[src/rtl/wgt_fifo_read_ctrl_pkg.sv]
// Shared constants, FSM encoding and input normalisation for the weight FIFO read sequencer.
package wgt_fifo_read_ctrl_pkg;

  localparam int NUM_FIFO   = 16;
  localparam int CNT_WIDTH  = 13;
  localparam int PASS_WIDTH = 8;
  localparam int SIZE_W     = 5;

  typedef enum logic [2:0] {
    IDLE  = 3'd0,
    CLR   = 3'd1,
    READ  = 3'd2,
    DRAIN = 3'd3,
    DONE  = 3'd4
  } rd_state_t;

  // 0 or anything beyond the array width selects the full array
  function automatic logic [SIZE_W-1:0] norm_size(input logic [SIZE_W-1:0] s);
    if (s == '0 || int'(s) > NUM_FIFO) return SIZE_W'(NUM_FIFO);
    return s;
  endfunction

endpackage

[src/rtl/wgt_fifo_read_ctrl_skew.sv]
// Diagonal skew shifter: column 0 enable ripples one column per cycle, masked to the active columns.
module wgt_skew_shift
  import wgt_fifo_read_ctrl_pkg::*;
#(
  parameter int NUM_FIFO = wgt_fifo_read_ctrl_pkg::NUM_FIFO
) (
  input  logic                clk,
  input  logic                rst_n,
  input  logic                en0,
  input  logic [SIZE_W-1:0]   k,
  output logic [NUM_FIFO-1:0] rd_en,
  output logic                drain_idle
);

  logic [NUM_FIFO-1:0] mask;
  logic [NUM_FIFO-1:0] sr_d, sr_q;

  always_comb begin
    mask = '0;
    for (int i = 0; i < NUM_FIFO; i++) mask[i] = (i < int'(k));
  end

  // Masking on the way in keeps inactive columns permanently clear.
  always_comb begin
    sr_d = {sr_q[NUM_FIFO-2:0], en0} & mask;
  end

  always_ff @(posedge clk or negedge rst_n) begin
    if (!rst_n) sr_q <= '0;
    else        sr_q <= sr_d;
  end

  assign rd_en = sr_q;
  // True when the next cycle has no enable left, assuming column 0 is no longer fed.
  assign drain_idle = (({sr_q[NUM_FIFO-2:0], 1'b0}) & mask) == '0;

endmodule

[src/rtl/wgt_fifo_read_ctrl.sv]
// Weight FIFO read sequencer: per-pass rd_clr, skewed rd_en diagonal, multi-pass replay, done pulse.
module wgt_fifo_read_ctrl
  import wgt_fifo_read_ctrl_pkg::*;
#(
  parameter int NUM_FIFO   = wgt_fifo_read_ctrl_pkg::NUM_FIFO,
  parameter int CNT_WIDTH  = wgt_fifo_read_ctrl_pkg::CNT_WIDTH,
  parameter int PASS_WIDTH = wgt_fifo_read_ctrl_pkg::PASS_WIDTH
) (
  input  logic                  clk,
  input  logic                  rst_n,
  input  logic                  start,
  input  logic [CNT_WIDTH-1:0]  read_len,
  input  logic [4:0]            read_wgt_size,
  input  logic [PASS_WIDTH-1:0] num_pass,
  output logic [NUM_FIFO-1:0]   rd_en,
  output logic                  rd_clr,
  output logic                  busy,
  output logic                  done
);

  rd_state_t             state_d, state_q;
  logic [CNT_WIDTH-1:0]  len_d, len_q;
  logic [SIZE_W-1:0]     k_d, k_q;
  logic [PASS_WIDTH-1:0] npass_d, npass_q;
  logic [CNT_WIDTH-1:0]  len_cnt_d, len_cnt_q;
  logic [PASS_WIDTH-1:0] pass_cnt_d, pass_cnt_q;
  logic                  en0;
  logic                  drain_idle;
  logic                  last_pass;

  assign last_pass = (pass_cnt_q == npass_q - 1'b1);

  always_comb begin
    state_d    = state_q;
    len_d      = len_q;
    k_d        = k_q;
    npass_d    = npass_q;
    len_cnt_d  = len_cnt_q;
    pass_cnt_d = pass_cnt_q;
    case (state_q)
      IDLE: begin
        if (start) begin
          len_d      = read_len;
          k_d        = norm_size(read_wgt_size);
          npass_d    = (num_pass == '0) ? PASS_WIDTH'(1) : num_pass;
          pass_cnt_d = '0;
          state_d    = (read_len == '0) ? DONE : CLR;
        end
      end
      CLR: begin
        len_cnt_d = len_q;
        state_d   = READ;
      end
      READ: begin
        len_cnt_d = len_cnt_q - 1'b1;
        if (len_cnt_q == CNT_WIDTH'(1)) begin
          // With a single active column there is nothing to drain.
          if (!drain_idle)    state_d = DRAIN;
          else if (last_pass) state_d = DONE;
          else begin
            state_d    = CLR;
            pass_cnt_d = pass_cnt_q + 1'b1;
          end
        end
      end
      DRAIN: begin
        if (drain_idle) begin
          if (last_pass) state_d = DONE;
          else begin
            state_d    = CLR;
            pass_cnt_d = pass_cnt_q + 1'b1;
          end
        end
      end
      DONE:    state_d = IDLE;
      default: state_d = IDLE;
    endcase
  end

  // Feeding the shifter from next-state lets rd_en[0] line up with the READ cycles.
  assign en0 = (state_d == READ);

  always_ff @(posedge clk or negedge rst_n) begin
    if (!rst_n) begin
      state_q    <= IDLE;
      len_q      <= '0;
      k_q        <= '0;
      npass_q    <= '0;
      len_cnt_q  <= '0;
      pass_cnt_q <= '0;
    end else begin
      state_q    <= state_d;
      len_q      <= len_d;
      k_q        <= k_d;
      npass_q    <= npass_d;
      len_cnt_q  <= len_cnt_d;
      pass_cnt_q <= pass_cnt_d;
    end
  end

  wgt_skew_shift #(.NUM_FIFO(NUM_FIFO)) u_skew (
    .clk        (clk),
    .rst_n      (rst_n),
    .en0        (en0),
    .k          (k_q),
    .rd_en      (rd_en),
    .drain_idle (drain_idle)
  );

  assign rd_clr = (state_q == CLR);
  assign busy   = (state_q != IDLE);
  assign done   = (state_q == DONE);

endmodule

[config.mk]
export PLATFORM = sky130hd
export DESIGN_NAME = wgt_fifo_read_ctrl
export DESIGN_NICKNAME = d
export VERILOG_FILES = /design/src/rtl/wgt_fifo_read_ctrl_pkg.sv /design/src/rtl/wgt_fifo_read_ctrl_skew.sv /design/src/rtl/wgt_fifo_read_ctrl.sv
export SDC_FILE = /design/constraint.sdc
export NUM_CORES = 1
export LEC_CHECK = 0
export CAP_MARGIN = 20
export CORE_ASPECT_RATIO = 2
export CORE_MARGIN = 2
export CORE_UTILIZATION = 31
export DETAILED_ROUTE_END_ITERATION = 10
export GPL_TIMING_DRIVEN = 0
export HOLD_SLACK_MARGIN = 0.03
export PLACE_DENSITY = 0.58
export SLEW_MARGIN = 20
export SYNTH_ARGS = -nofsm -noshare
export SYNTH_HDL_FRONTEND = slang
export SYNTH_HIERARCHICAL = 1
export SYNTH_SLANG_ARGS = --single-unit
[constraint.sdc]
create_clock -name clk -period 4.22 [get_ports clk]
set_clock_uncertainty 0.15 [all_clocks]
set_input_delay 0.844 -clock clk [delete_from_list [all_inputs] [get_ports clk]]
set_output_delay 0.844 -clock clk [all_outputs]
set_load 0.1 [all_outputs]
==> impl_metrics.tcl, run 1 <==
set metrics [dict create \
    cts_resized 0 \
    ys_ff_latch 66 \
    critical-path-top-delay-family "buffers and inverters" \
    synth_edf_count 0 \
    grt_remaining_overflow 0 \
    yosysMostFrequentCell "nand2_1" \
    area_growth_pct 29.4 \
    ff2ff_setup_slack_ns 1.13 \
    cp.required_ns 3.23 \
    status "complete, no violations" \
    synth_area_per_cell_um2 9.06 \
    fin_crit_ns 3.76 \
    cts-htree-levels 3 \
    cts_hold_buffers 0 \
    syn_area_um2 3450 \
    ys.flop_type "dfrtp_1" \
    cts_tree "done" \
    regToRegStartpoint "k_q[0]" \
    synth_top_area_share_pct 47.8 \
    viasPerCell 5.20 \
    ys_async_sr_fraction_pct 100 \
    final_nets 474 \
    utilization_pct 41.1 \
    grt_pass1_wl_mm 15.1 \
    synth.area.top_cells "dfrtp_1 48%, nand2_1 11%, nor2_1 2.6%, a21oi_1 2.0%, o21ai_0 2.0%" \
    p_per_area_nw_per_um2 745 \
    die_area_um2 12100 \
    die_y_um 153 \
    wl_per_cell_um 15.5 \
    cpMaxStageDelayCell "clkdlybuf4s50_1" \
    post-route-cell-area_um2 4470 \
    grt_use_met1_pct 15.5 \
    post-dp-hpwl_mm 7.09 \
    end_kind "output port" \
    critical-path-max-stage-delay_ns 1.22 \
    worst_slew_pin_slew_ns 0.970 \
    hold_path_class "primary input to async pin" \
    cts-root-buf "clkbuf_16" \
    fin_crit_sh_pct 89.2 \
    start_kind "flop" \
    synthTopCellsByCount "97 x nand2_1, 66 x dfrtp_1, 24 x nor2_1, 14 x a21oi_1, 14 x o21ai_0" \
    coreArea_um2 10900 \
    cts_buffers 9 \
    max_freq_ghz 0.266 \
    cts_max_path_buffers 2 \
    leakagePower_uw 0.00194 \
    postSynthCellCount 381 \
    critPathArrivalTime_ns 2.77 \
    path_cells "nor2_1, nand2_1, inv_1, clkbuf_1, clkdlybuf4s50_1" \
    drc 0 \
    io_pins 48 \
    grt_pass1_vias 3196 \
    num_antenna_cells 0 \
    ys_seq_area_share_pct 47.8 \
    grt_util_met2_pct 30.5 \
    crit_type "flop to output port" \
    die_x_um 78.6 \
    tns_ns 0 \
    synth_largest_area_cell "dfrtp_1" \
    synth.distinct_cells 58 \
    grt_use_met3_pct 3.42 \
    top_usage_layer "met2" \
    insertion_delay_ns 0.33 \
    drtIter0Drc 152 \
    grtUsageTotal_pct 16.1 \
    r2r_cells 11 \
    rr_endpoint "pass_cnt_q[6]" \
    rsz0062_at_grt "no" \
    place_congestion 0.876 \
    drive_above_1_share_pct 8.09 \
    final-setup-viol-count 0 \
    drtAntennaViolNets 0 \
    drt_first_pass_iters 4 \
    synth_warnings 6 \
    io_buffers 47 \
    rows 54 \
    cts_sinks 66 \
    wirelength_mm 9.06 \
    antenna_found_initial 0 \
    dpl_cell_area_um2 4120 \
    max-cap-violations 0 \
    synth_nets 415 \
    slew_violations 0 \
    max_slew_margin_pct 35.2 \
    final_hold_viol_count 0 \
    ir_drop_uv 413 \
    cts_setup_buffers 0 \
    vias 3041 \
    worstPathMaxFanout 10 \
    path_buf_inv 3 \
    clk_pin_slew_ns 0.06 \
    grt_max_degree 43 \
    initial_core_util_pct 31.7 \
]
==> power breakdown <==
group | leakage, µW | internal (µW) | switching, µW
sequential | 0.000850 | 852 | 251
clock | 0.000165 | 594 | 285
combinational | 0.000925 | 499 | 847
==> worst max path at each step <==
stage / from / cells after the start / endpoint
5_1_grt: state_q[1] / 5 / rd_clr
6_report: state_q[1] / 5 / rd_clr
3_5_place_dp: state_q[1] / 5 / rd_clr
4_1_cts: state_q[1] / 5 / rd_clr
3_3_place_gp: rst_n / 1 / npass_q[2]
2_1_floorplan: u_skew/rd_en[2] / 9 / pass_cnt_q[6]
==> cell usage in the layout (no fill, tap or decap), types with 7 or more instances in the layout <==
cell type	count
nand2b_1	7
dfrtp_1	66
inv_1	10
o211ai_1	8
clkbuf_1	11
clkbuf_16	9
nor2_1	24
clkdlybuf4s50_1	46
o21ai_0	14
nor3_1	10
nand3_1	9
nand2_1	97
a21oi_1	14
==> per-stage QoR <==
stage | instances | worst slack [ns] | hold WS [ns] | power, µW
floorplan | 381 | 1.19 | 0.295 | 2070
global placement | 568 | -0.110 | 0.315 | 2420
detailed placement | 569 | 0.788 | 0.313 | 2460
CTS | 585 | 0.424 | 0.270 | 3350
global route | 585 | 0.304 | 0.271 | 3560
finish | 585 | 0.457 | 0.264 | 3330
==> metal layers <==
metal / vias up / share of wire (%)
met5: - / 0
met4: 0 / 3.1
met3: 21 / 2.6
met2: 67 / 59
met1: 1484 / 35
li1: 1469 / -
==> cell type report <==
type	count	area [µm²]
plain buffers	18	97.6
clock buffers	10	239
clock inverters	6	114
fillers	1078	6410
inverters	10	37.5
multi-input cells	287	1670
flip-flops and latches	66	1650
well taps	140	175
repair buffers	48	488
==> cell families after synthesis <==
| kind of cell | share of synthesized area [%] |
|---|---|
| AO/OA/AOI/OAI | 15.9 |
| XOR/XNOR | 2.54 |
| adder cells (fa/ha/maj) | 1.81 |
| buffers and inverters | 3.91 |
| multiplexers | 1.74 |
| AND/OR/NAND/NOR | 26.3 |
| flip-flops | 47.8 |
==> state kept, by name (all words and copies together) (netlist names) <==
signal	flops
len_q	13
k_q	5
pass_cnt_q	8
u_skew/rd_en	16
len_cnt_q	13
npass_q	8
state_q	3
==> worst register-to-register path, stage by stage, from the launching register on <==
cell	delay, ns
dfrtp_1	0.38
buf_2	0.17
o211a_1	0.23
o21a_1	0.19
a211oi_1	0.31
o211ai_1	0.16
nor4b_2	0.38
nand2_1	0.12
nor2_1	0.20
nand2_1	0.16
or4_1	0.42
a21oi_1	0.15
Note: power is estimated with default switching activity, not from simulation.
==> inputs of run 2 (changes only) <==
TNS_END_PERCENT = 10   (was unset)
==> results of run 2 <==
The final DEF is identical to that of run 1; final timing and power are the same.
==> inputs of run 3 (changes only) <==
CORE_ASPECT_RATIO = unset   (was 2)
==> run 3 against run 2 <==
  * Clock power down 45%
  * Maximum frequency down 0.97%
  * Combinational power about the same
  * First-iteration DRC count down 26%
  * Largest power group unchanged
  * Highest routed layer unchanged
==> impl_metrics.tcl, run 3 (same netlist as run 1, synthesis figures left out) <==
set metrics [dict create \
    status "complete, no violations" \
    leakagePower_uw 0.00187 \
    comb_power_share_pct 45.4 \
    die_y_um 110 \
    mostFrequentLayoutCells "97 x nand2_1, 66 x dfrtp_1, 46 x clkdlybuf4s50_1" \
    start_kind "flop" \
    drtIter0Drc 112 \
    max-cap-violations 0 \
    wl_per_cell_um 14.1 \
    cts_hold_buffers 0 \
    max_slew_margin_pct 33.8 \
    wirelength_mm 8.25 \
    grt_util_met2_pct 22.8 \
    die_area_um2 12000 \
    p_per_area_nw_per_um2 679 \
    io_pins 48 \
    insertion_delay_ns 0.35 \
    drt_first_pass_iters 4 \
    post-dp-hpwl_mm 6.19 \
    critPathArrivalTime_ns 2.81 \
    cts-root-buf "clkbuf_8" \
    end_kind "output port" \
    grt_remaining_overflow 0 \
    final_nets 474 \
    mostFrequentLayoutCell "nand2_1" \
    final_hold_viol_count 0 \
    ir_drop_uv 327 \
    hold_path_class "primary input to async pin" \
    die_x_um 110 \
    viasPerCell 5.11 \
    hold_slack_ns 0.279 \
    cts-htree-levels 3 \
    drtAntennaViolNets 0 \
    critical-path-top-delay-family "buffers and inverters" \
    rows 38 \
    max_freq_ghz 0.263 \
    regToRegStartpoint "k_q[1]" \
    io_buffers 47 \
    p_switching_uw 1350 \
    grt_use_met1_pct 20.8 \
    area_growth_pct 24.3 \
    crit_type "flop to output port" \
    drc 0 \
    rsz0062_at_grt "no" \
    path_cells "nor2_1, nand2_1, inv_1, clkbuf_1, clkdlybuf4s50_1" \
    fin_crit_ns 3.80 \
    coreArea_um2 10800 \
    cts_max_path_buffers 2 \
    p_seq_share_pct 37.9 \
    path_buf_inv 3 \
    grt_use_met3_pct 3.44 \
    critical-path-max-stage-delay_ns 1.23 \
    worstPathMaxFanout 10 \
    grt_max_degree 37 \
    num_antenna_cells 0 \
    top_usage_layer "met2" \
    grt_pass1_vias 2909 \
    setup_ws_ns 0.421 \
    swShare_pct 46.3 \
    cp-startpoint "state_q[1]" \
    fin_crit_sh_pct 90.0 \
    initial_core_util_pct 31.9 \
    place_ws_ns 0.809 \
    worst_slew_pin_slew_ns 0.990 \
    cts_buffers 9 \
    clk_pin_slew_ns 0.08 \
    place_congestion 0.890 \
    p_int_uw 1560 \
    grt_pass1_wl_mm 14.1 \
    vias 2992 \
    cts_resized 0 \
    cts_setup_buffers 0 \
    antenna_found_initial 0 \
    cts_sinks 66 \
    clkPwrFrac_pct 16.7 \
    drive_above_1_share_pct 8.09 \
    slew_violations 0 \
    cts_tree "done" \
    n_fill_cell 1089 \
    grtUsageTotal_pct 14.9 \
    final-setup-viol-count 0 \
    cp.required_ns 3.23 \
    cpMaxStageDelayCell "clkdlybuf4s50_1" \
    largest_reg_flops 16 \
]
[run 3: cell count changes in the layout (fill, tap and decap cells not counted)]
cell / previous run / this run
bufinv_16: 3 / 0
clkbuf_16: 9 / 0
clkbuf_8: 1 / 9
clkinv_2: 0 / 2
clkinv_4: 1 / 2
clkinvlp_4: 2 / 1
inv_6: 0 / 2
[run 3: worst paths after layout]
path / to / slack, ns / cells past startpoint
setup reg to reg: pass_cnt_q[6] / 1.22 / 11
max in group asynchronous: npass_q[4] / 3.11 / 2
min in group clk: len_q[2] / 0.33 / 2
setup / recovery: rd_clr / 0.42 / 5
hold / removal: u_skew/rd_en[15] / 0.28 / 1
hold reg to reg: len_q[2] / 0.33 / 2
[run 3: power groups by stage]
stage | clock [µW] | sequential, µW | combinational, µW
detailed placement | 0 | 1110 | 1330
global route | 532 | 1140 | 1480
finish | 486 | 1110 | 1320
global placement | 0 | 1110 | 1290
floorplan | 0 | 1190 | 883
CTS | 501 | 1100 | 1330
[run 3: final cells by class]
| type | count | area, µm² | area share, % |
|---|---|---|---|
| well taps | 140 | 175 | 4.08 |
| flip-flops and latches | 66 | 1650 | 38.5 |
| multi-input cells | 287 | 1670 | 38.8 |
| repair buffers | 48 | 488 | 11.4 |
| clock inverters | 7 | 52.6 | 1.22 |
| inverters | 10 | 37.5 | 0.874 |
| plain buffers | 18 | 97.6 | 2.27 |
| clock buffers | 9 | 124 | 2.89 |
[run 3: per-stage QoR]
stage               setup TNS (ns)  utilization (%)  area [µm²]  power, µW  instances
global placement             -6.55             37.8        4100       2400        568
finish                           0             39.6        4290       2910        585
floorplan                        0                -        3450       2070        381
detailed placement               0             38.0        4120       2440        569
CTS                              0             39.6        4290       2940        585
global route                     0             39.6        4290       3150        585
[run 3: worst register-to-register path: stages, from the launching register on]
cell and delay, ns:
dfrtp_1 0.44, clkbuf_1 0.25, o211ai_1 0.22, nand2_1 0.09
a211oi_1 0.22, o211ai_1 0.15, nor4b_2 0.38, nand2_1 0.12
nor2_1 0.19, nand2_1 0.16, or4_1 0.41, a21oi_1 0.15
[run 3: per-layer routing]
layer  up-vias  part of all wire, %  wire length (µm)
met5         -                    0                 0
met4         0                  1.0                86
met3         6                  4.9               406
met2        76                   45              3750
met1      1437                   49              4010
li1       1473                    -                 -
